--- src/rtl/addb_pkg.sv ---
// Shared types and arithmetic helpers for the multi-channel reconstruction adder.
// Helpers work at MAXW+1 bits; callers keep only the low W bits they need.
package addb_pkg;

  localparam int DEF_W    = 16;
  localparam int DEF_NCH  = 4;
  localparam int MAXW     = 32;
  localparam int MAX_CH_W = 8;

  typedef struct packed {
    logic [MAXW:0]       dqi;
    logic [MAXW:0]       sei;
    logic [MAX_CH_W-1:0] ch;
  } s1_t;

  typedef struct packed {
    logic          ovf;
    logic [MAXW:0] val;
  } sat_t;

  // Negative zero (sign set, magnitude 0) naturally maps to 0.
  function automatic logic [MAXW:0] sm2tc(input logic sign, input logic [MAXW-1:0] mag);
    logic [MAXW:0] m;
    m = {1'b0, mag};
    return sign ? (~m + 1'b1) : m;
  endfunction

  function automatic sat_t sat_w(input logic [MAXW:0] s, input int unsigned w,
                                 input logic clamp);
    logic signed [MAXW:0] ss;
    logic signed [MAXW:0] hi;
    logic signed [MAXW:0] lo;
    sat_t r;
    ss = $signed(s);
    hi = $signed(({{MAXW{1'b0}}, 1'b1} << (w - 1)) - 1'b1);
    lo = ~hi;
    r.ovf = (ss > hi) || (ss < lo);
    r.val = s;
    if (clamp && (ss > hi)) begin
      r.val = hi;
    end else if (clamp && (ss < lo)) begin
      r.val = lo;
    end
    return r;
  endfunction

endpackage

--- src/rtl/addb_hist.sv ---
// Per-channel two-deep history of reconstructed samples: shift on write,
// clear wins over a same-cycle write, combinational read (0 for unknown channel).
module addb_hist #(
  parameter  int W    = 16,
  parameter  int NCH  = 4,
  localparam int CH_W = (NCH > 1) ? $clog2(NCH) : 1
) (
  input  logic            clk,
  input  logic            rst_n,
  input  logic            wr_en_i,
  input  logic [CH_W-1:0] wr_ch_i,
  input  logic [W-1:0]    wr_data_i,
  input  logic            clr_i,
  input  logic [CH_W-1:0] clr_ch_i,
  input  logic [CH_W-1:0] rd_ch_i,
  output logic [W-1:0]    rd_sr1_o,
  output logic [W-1:0]    rd_sr2_o
);

  logic [W-1:0] sr1_q [NCH];
  logic [W-1:0] sr2_q [NCH];
  logic [W-1:0] sr1_d [NCH];
  logic [W-1:0] sr2_d [NCH];

  always_comb begin
    for (int i = 0; i < NCH; i++) begin
      sr1_d[i] = sr1_q[i];
      sr2_d[i] = sr2_q[i];
      if (clr_i && (clr_ch_i == CH_W'(i))) begin
        sr1_d[i] = '0;
        sr2_d[i] = '0;
      end else if (wr_en_i && (wr_ch_i == CH_W'(i))) begin
        sr1_d[i] = wr_data_i;
        sr2_d[i] = sr1_q[i];
      end
    end
  end

  always_ff @(posedge clk or negedge rst_n) begin
    if (!rst_n) begin
      for (int i = 0; i < NCH; i++) begin
        sr1_q[i] <= '0;
        sr2_q[i] <= '0;
      end
    end else begin
      for (int i = 0; i < NCH; i++) begin
        sr1_q[i] <= sr1_d[i];
        sr2_q[i] <= sr2_d[i];
      end
    end
  end

  // Channel codes with no matching entry fall through to 0.
  always_comb begin
    rd_sr1_o = '0;
    rd_sr2_o = '0;
    for (int i = 0; i < NCH; i++) begin
      if (rd_ch_i == CH_W'(i)) begin
        rd_sr1_o = sr1_q[i];
        rd_sr2_o = sr2_q[i];
      end
    end
  end

endmodule

--- src/rtl/addb_mc.sv ---
// Two-stage multi-channel reconstruction adder SR = DQ (sign-magnitude) + SE,
// with valid/ready flow control, optional saturation and per-channel history.
module addb_mc
  import addb_pkg::*;
#(
  parameter  int W    = DEF_W,
  parameter  int NCH  = DEF_NCH,
  parameter  int SAT  = 1,
  localparam int CH_W = (NCH > 1) ? $clog2(NCH) : 1
) (
  input  logic            clk,
  input  logic            reset,
  input  logic            scan_in0,
  input  logic            scan_in1,
  input  logic            scan_in2,
  input  logic            scan_in3,
  input  logic            scan_in4,
  input  logic            scan_enable,
  input  logic            test_mode,
  output logic            scan_out0,
  output logic            scan_out1,
  output logic            scan_out2,
  output logic            scan_out3,
  output logic            scan_out4,
  input  logic            in_valid,
  output logic            in_ready,
  input  logic [CH_W-1:0] in_ch,
  input  logic [W-1:0]    DQ,
  input  logic [W-2:0]    SE,
  output logic            out_valid,
  input  logic            out_ready,
  output logic [CH_W-1:0] out_ch,
  output logic [W-1:0]    SR,
  output logic            ovf,
  input  logic [CH_W-1:0] rd_ch,
  output logic [W-1:0]    rd_sr1,
  output logic [W-1:0]    rd_sr2,
  input  logic            clr,
  input  logic [CH_W-1:0] clr_ch
);

  // Handshake: a transfer happens on a rising edge where valid && ready;
  // valid never waits on ready, and a stalled result holds its payload.

  // Scan chain is stitched at synthesis; these are placeholders.
  assign scan_out0 = scan_in0;
  assign scan_out1 = scan_in1;
  assign scan_out2 = scan_in2;
  assign scan_out3 = scan_in3;
  assign scan_out4 = scan_in4;

  s1_t             s1_q, s1_d, in_pl;
  logic            s1_valid_q, s1_valid_d;
  logic            out_valid_q, out_valid_d;
  logic [W-1:0]    sr_q, sr_d;
  logic            ovf_q, ovf_d;
  logic [CH_W-1:0] out_ch_q, out_ch_d;
  logic [MAXW:0]   sum;
  sat_t            res;
  logic            out_fire, s2_free, s1_move, accept;

  assign out_fire = out_valid_q && out_ready;
  assign s2_free  = !out_valid_q || out_ready;
  assign s1_move  = s1_valid_q && s2_free;
  assign in_ready = !s1_valid_q || s1_move;
  assign accept   = in_valid && in_ready;

  always_comb begin
    in_pl.dqi = sm2tc(DQ[W-1], MAXW'(DQ[W-2:0]));
    in_pl.sei = {{(MAXW + 2 - W){SE[W-2]}}, SE};
    in_pl.ch  = MAX_CH_W'(in_ch);
  end

  assign sum = s1_q.dqi + s1_q.sei;
  assign res = sat_w(sum, W, SAT != 0);

  always_comb begin
    s1_valid_d  = s1_valid_q;
    s1_d        = s1_q;
    out_valid_d = out_valid_q;
    sr_d        = sr_q;
    ovf_d       = ovf_q;
    out_ch_d    = out_ch_q;
    if (accept) begin
      s1_valid_d = 1'b1;
      s1_d       = in_pl;
    end else if (s1_move) begin
      s1_valid_d = 1'b0;
    end
    if (s1_move) begin
      out_valid_d = 1'b1;
      sr_d        = res.val[W-1:0];
      ovf_d       = res.ovf;
      out_ch_d    = s1_q.ch[CH_W-1:0];
    end else if (out_fire) begin
      out_valid_d = 1'b0;
    end
  end

  always_ff @(posedge clk or negedge reset) begin
    if (!reset) begin
      s1_valid_q  <= 1'b0;
      s1_q        <= '0;
      out_valid_q <= 1'b0;
      sr_q        <= '0;
      ovf_q       <= 1'b0;
      out_ch_q    <= '0;
    end else begin
      s1_valid_q  <= s1_valid_d;
      s1_q        <= s1_d;
      out_valid_q <= out_valid_d;
      sr_q        <= sr_d;
      ovf_q       <= ovf_d;
      out_ch_q    <= out_ch_d;
    end
  end

  assign out_valid = out_valid_q;
  assign SR        = sr_q;
  assign ovf       = ovf_q;
  assign out_ch    = out_ch_q;

  addb_hist #(
    .W  (W),
    .NCH(NCH)
  ) u_hist (
    .clk      (clk),
    .rst_n    (reset),
    .wr_en_i  (out_fire),
    .wr_ch_i  (out_ch_q),
    .wr_data_i(sr_q),
    .clr_i    (clr),
    .clr_ch_i (clr_ch),
    .rd_ch_i  (rd_ch),
    .rd_sr1_o (rd_sr1),
    .rd_sr2_o (rd_sr2)
  );

endmodule

--- config.mk ---
export PLATFORM = sky130hd
export DESIGN_NAME = addb_mc
export DESIGN_NICKNAME = d
export VERILOG_FILES = /design/src/rtl/addb_pkg.sv /design/src/rtl/addb_hist.sv /design/src/rtl/addb_mc.sv
export SDC_FILE = /design/constraint.sdc
export NUM_CORES = 1
export LEC_CHECK = 0
export ABC_CLOCK_PERIOD_IN_PS = 3200
export BUFFER_PORTS_ARGS = -buffer_cell sky130_fd_sc_hd__clkbuf_2
export CAP_MARGIN = 20
export CORE_AREA = 2 2 151 153
export CTS_CLUSTER_SIZE = 24
export DETAILED_ROUTE_END_ITERATION = 7
export DIE_AREA = 0 0 153 155
export PLACE_DENSITY_LB_ADDON = 0.05
export SETUP_SLACK_MARGIN = 0.02
export SYNTH_ARGS = -nofsm -noshare
export SYNTH_HDL_FRONTEND = slang
export SYNTH_SLANG_ARGS = --single-unit
--- constraint.sdc ---
create_clock -name clk -period 3.2 [get_ports clk]
set_clock_uncertainty 0.2 [all_clocks]
set_input_delay 0.16 -clock clk [delete_from_list [all_inputs] [get_ports clk]]
set_output_delay 0.16 -clock clk [all_outputs]
set_load 0.005 [all_outputs]
==> reports/metrics.cfg, run 1 <==
[cts]
numCtsBuffers = 17
root_buffer = clkbuf_16
cts_sinks = 195
cts_tree = yes
insertion_delay_ns = 0.44
clk_path_buf_depth = 2
clk_pin_slew_ns = 0.08
htree_levels = 4

[synth]
ys_types = 77
synthFlopType = dfrtp_1
yosys_warnings = 0
synth_top_area_frac = 0.447
postSynthCellCount = 1178
avgSynthCellArea_um2 = 9.26
synth_simple_gate_area_frac = 0.181
synthXorXnorAreaFrac = 0.0312
syn_nets = 1259
synth_fa_ha_area_frac = 0.0374
synthMuxAreaShare = 0.0855
yosys_register_bits = 195
yosysSeqAreaShare = 0.447
synth_area_leaders = dfrtp_1, nand2_1, a21oi_1
async_reset_ff_frac = 1.00
netlist.top_cell.by_area = dfrtp_1
synth_edf_count = 0
yosysMostFrequentCell = nand2_1
synth_top_family_by_area = simple AND/OR/NAND/NOR gates
synth_compound_area_frac = 0.179
yosys-top-cells-count = nand2_1, dfrtp_1, a21oi_1
syn_area_mm2 = 0.0109

[floorplanning]
io_pins = 107
core.rowCount = 55
die_area_mm2 = 0.0237
die_w_um = 153
floorplan.die.height_um = 155
initial_core_util = 0.491
core_mm2 = 0.0222

[global_routing]
antenna_found_initial = 0
grt_usage = 0.260
grt_pass1_wl_um = 49700
grt_max_degree = 78
grt_pass1_vias = 9504
overflow = 0

[final_layout]
antenna_cells = 0
fin_nets = 1481
area_growth_pct = 27.7
final_cell_area_mm2 = 0.0139
final-instance-count-excl-fill = 1698
nFillCells = 1888
drive_above_1_share = 0.283
postLayoutCoreUtil = 0.627

[place]
placedInstanceArea_mm2 = 0.0126
dpl.hpwl_um = 19600
port_buffers = 94
place_congestion = 0.897
placedCellCount = 1611

[status]
violations = setup timing
status = finished, violations left

[drt]
wl_met2_um = 15000
wl_met1_um = 13200
first_iter_violations = 556
drtAntennaViolNets = 0
wl_met3_um = 1170
top_layer = met4
routedWlPerCell_um = 17.6
drc = 0
first_pass_iters = 5
vias_per_cell = 5.55
wl_um = 29900
via_count = 9424

[job]
max_cap_viol_count = 0

[worst_setup_path]
crit_fanout = 12
r2r_start = s1_q[22]
cp_slowest_cell = dfrtp_4
critPathCaptureType = flop
reg2reg_depth = 14
critical_path_arrival_ns = 3.68
worst_path_most_repeated_cell = buf_4
cp.required_ns = 3.34
cp_slowest_stage_delay_ns = 0.49
path_cells = buf_6, ha_4, nand4_1, or4_4, o211ai_4, buf_4, xor2_1, nand2_1, a2111oi_2, and4_1, buf_4, nor3_4, buf_12, a311oi_2
reg2reg_to = SR[13]
critical_path_class = flop to flop
r2r_setup_slack_ns = -0.35
start_kind = flop

[timing]
worst_slack_ns = -0.345
final_max_slew_viol_count = 0
hold_violations = 0
max_freq_mhz = 282
slew_headroom = 0.330
worst_pin_slew_ns = 1.01
grt_setup_unrepaired = yes
whs_ns = 0.0910
setup_violations = 16
fin_tns_setup_ns = -4.91
fin_crit_ns = 3.55
finalCritPeriodShare = 1.11

[power]
p_leak_nw = 6.26
peakVddDrop_mv = 0.324
p_per_area_mw_per_mm2 = 711

[min_path]
hold_path.class = input pin to asynchronous set/reset pin

sequential cells by signal (all words and copies together) (netlist names):
name / count
ovf: 1
out_valid: 1
SR: 16
s1_valid_q: 1
u_hist.sr2_q: 64
s1_q: 46
u_hist.sr1_q: 64
out_ch: 2
cell families after synthesis:
group                    count (synthesis)
flip-flops                             195
adder cells (fa/ha/maj)                 32
buffers and inverters                   94
AO/OA/AOI/OAI                          305
XOR/XNOR                                38
multiplexers                            51
AND/OR/NAND/NOR                        463
power breakdown:
part	switching (mW)	total (mW)	internal, mW	leakage (nW)
clock network	1.05	2.27	1.22	0.304
registers	0.613	3.71	3.10	2.53
logic	1.96	3.92	1.95	3.42
cell type report:
| cell class | count | area [µm²] | share of cell area |
|---|---|---|---|
| clock inverters | 13 | 188 | 0.0135 |
| flip-flops and latches | 195 | 4880 | 0.351 |
| clock buffers | 19 | 443 | 0.0318 |
| repair buffers | 287 | 2100 | 0.151 |
| multi-input cells | 889 | 5920 | 0.425 |
| well taps | 285 | 357 | 0.0256 |
| inverters | 10 | 37.5 | 0.00269 |
how the worst max path moves through the flow:
stage / from / endpoint / slack (ns)
after detailed placement: s1_q[22] / SR[5] / -0.49
after global placement: s1_q[22] / SR[6] / -0.46
final: s1_q[22] / SR[13] / -0.35
after floorplan: s1_q[22] / SR[10] / -0.14
after CTS: s1_q[8] / SR[13] / -0.35
after global routing: s1_q[22] / SR[2] / -0.55
cell usage in the layout, fill, tap and decap left out, types with 25 or more instances in the layout:
master / synthesis / layout
dlygate4sd3_1: 0 / 43
a21oi_1: 166 / 158
nand2_1: 333 / 331
mux4_2: 32 / 32
nor2_1: 39 / 36
xor2_1: 26 / 25
o21ai_0: 31 / 29
dfrtp_1: 195 / 194
clkbuf_2: 0 / 93
buf_4: 6 / 144
through the flow:
step,worst slack (ns),power [mW]
after floorplan,-0.138,5.87
after global placement,-0.464,7.36
after detailed placement,-0.491,7.43
after CTS,-0.353,9.86
after global routing,-0.546,10.5
final,-0.345,9.90
worst max-delay path, delay by kind of cell (launching register included):
kind | cells | cell delay, ns
AO/OA/AOI/OAI | 3 | 0.73
adder cells (fa/ha/maj) | 1 | 0.31
flip-flops | 1 | 0.49
buffers and inverters | 4 | 0.59
AND/OR/NAND/NOR | 5 | 0.99
XOR/XNOR | 1 | 0.15
routing by layer:
metal  global-route usage  vias up
met5                    0        -
met4               0.0692        0
met3               0.0415       38
met2                0.452      228
met1                0.343     4573
li1                     -     4585
what timing repair did:
action | in CTS | in global routing
buffers inserted | 10 | 2
hold buffers | 43 | 0
resized for setup | 13 | 17
hold endpoints to repair | 109 | 0
endpoints found under the setup margin | 16 | 17
pin swaps | 15 | 10
(Power assumes the default switching activity.)
==> run 2, diff against run 1 <==
--- a/config.mk
+++ b/config.mk
@@ -12,6 +12,7 @@
 export CTS_CLUSTER_SIZE = 24
 export DETAILED_ROUTE_END_ITERATION = 7
 export DIE_AREA = 0 0 153 155
+export GPL_TIMING_DRIVEN = 0
 export PLACE_DENSITY_LB_ADDON = 0.05
 export SETUP_SLACK_MARGIN = 0.02
 export SYNTH_ARGS = -nofsm -noshare
==> reports/metrics.cfg, run 2 (same netlist as run 1, synthesis figures left out) <==
[drt]
first_pass_iters = 5
wl_met1_um = 13400
drtAntennaViolNets = 0
vias_per_cell = 5.77
wl_um = 32600
wl_met3_um = 1930
wl_met2_um = 16400
routedWlPerCell_um = 19.4
top_layer = met4
drc = 0
first_iter_violations = 763
via_count = 9677

[place]
dpl.hpwl_um = 22400
port_buffers = 98
place_congestion = 0.938
placedCellCount = 1562
placedInstanceArea_mm2 = 0.0120

[cts]
insertion_delay_ns = 0.45
numCtsBuffers = 17
cts_tree = yes
clk_path_buf_depth = 2
htree_levels = 4
cts_sinks = 195
clk_pin_slew_ns = 0.09
root_buffer = clkbuf_16

[timing]
slew_headroom = 0.285
worst_pin_slew_ns = 1.07
fin_crit_ns = 3.65
whs_ns = 0.00807
grt_setup_unrepaired = yes
final_max_slew_viol_count = 0
hold_violations = 0
worst_slack_ns = -0.454
max_freq_mhz = 274
setup_violations = 17
finalCritPeriodShare = 1.14

[worst_setup_path]
critical_path_arrival_ns = 3.73
worst_path_most_repeated_cell = buf_4
start_kind = flop
cp_slowest_cell = dfrtp_4
cp.required_ns = 3.28
path_cells = buf_4, ha_1, buf_6, a21oi_4, o211ai_1, o2111ai_2, nand2_1, or3_4, a21oi_1, nand4_1, o41ai_4, buf_4, a311oi_2
crit_fanout = 8
critPathCaptureType = flop
critical_path_class = flop to flop
cp_slowest_stage_delay_ns = 0.53
path_delay_family = compound AO/OA/AOI/OAI gates
critical_path_buf_inv_count = 3

[final_layout]
final-instance-count-excl-fill = 1678
fin_nets = 1461
reg.largest.list = u_hist.sr1_q (64), u_hist.sr2_q (64), s1_q (46)
postLayoutCoreUtil = 0.620
nFillCells = 1907
layout_common_cells = nand2_1, dfrtp_1, a21oi_1
antenna_cells = 0
final_common_cell = nand2_1
drive_above_1_share = 0.246
final_cell_area_mm2 = 0.0138
area_growth_pct = 26.3

[floorplanning]
core_mm2 = 0.0222
die_w_um = 153
core.rowCount = 55
floorplan.die.height_um = 155
io_pins = 107
die_area_mm2 = 0.0237
initial_core_util = 0.491

[job]
max_cap_viol_count = 0

[power]
p_leak_nw = 5.98
power.total_mw = 9.82
pwr-share-clk = 0.226
switching_power_mw = 3.82
p_per_area_mw_per_mm2 = 713
seqPwrFrac = 0.387
combPwrFrac = 0.387
peakVddDrop_mv = 0.350
intPower_mw = 6.00
switching_share = 0.389

[status]
violations = setup timing
status = finished, violations left

[global_routing]
grt_max_degree = 107
overflow = 0
grt_pass1_vias = 9387
grt_pass1_wl_um = 50700
antenna_found_initial = 0
grt_usage = 0.273

[min_path]
hold_path.class = input pin to flop

-- run 2: area by class of cell --
cell class	count	area (µm²)	share of cell area
multi-input cells	889	6140	0.445
flip-flops and latches	195	4880	0.354
repair buffers	187	1340	0.0975
clock buffers	17	425	0.0309
plain buffers	80	413	0.0300
well taps	285	357	0.0259
clock inverters	15	183	0.0133
inverters	10	37.5	0.00272
-- run 2: layer usage --
metal	up-vias	global-route usage
met5	-	0
met3	59	0.0351
met2	367	0.480
met1	4700	0.351
li1	4551	-
met4	0	0.0948
-- run 2: what timing repair did --
item / in CTS / in global routing
resized for setup: 38 / 64
buffers inserted: 21 / 19
hold buffers: 44 / 0
pin swaps: 17 / 25
hold endpoints to repair: 128 / 0
cloned: 1 / 1
endpoints found under the setup margin: 17 / 17
-- run 2: worst reg2reg max path, stage by stage, from the launching register on --
cell,delay (ns)
dfrtp_4,0.53
buf_4,0.16
ha_1,0.30
buf_6,0.15
a21oi_4,0.18
o211ai_1,0.13
o2111ai_2,0.14
nand2_1,0.11
or3_4,0.38
a21oi_1,0.15
nand4_1,0.20
o41ai_4,0.51
buf_4,0.23
a311oi_2,0.11
-- run 2: stage by stage --
stage	TNS, ns	setup slack [ns]
2_1_floorplan	-1.45	-0.138
6_report	-6.36	-0.454
3_3_place_gp	-428.68	-2.93
3_5_place_dp	-9.35	-0.684
5_1_grt	-8.43	-0.561
4_1_cts	-5.99	-0.441
-- run 2: final timing paths --
check,slack (ns),cells after the start,start,to
max,-0.45,13,s1_q[22],SR[6]
max reg2reg,-0.45,13,s1_q[22],SR[6]
min reg2reg,0.27,2,s1_q[0],out_ch[0]
max in group asynchronous,1.63,3,reset,s1_q[54]
min in group asynchronous,0.12,2,reset,u_hist.sr2_q[49]
min,0.008,3,clr,u_hist.sr2_q[48]
-- run 2: power groups by stage --
stage | clock network, mW | logic, mW | registers, mW
floorplan | 0 | 2.32 | 3.55
global placement | 0 | 3.15 | 3.81
detailed placement | 0 | 3.20 | 3.83
CTS | 2.24 | 3.48 | 3.78
global route | 2.33 | 4.16 | 3.87
finish | 2.22 | 3.80 | 3.80
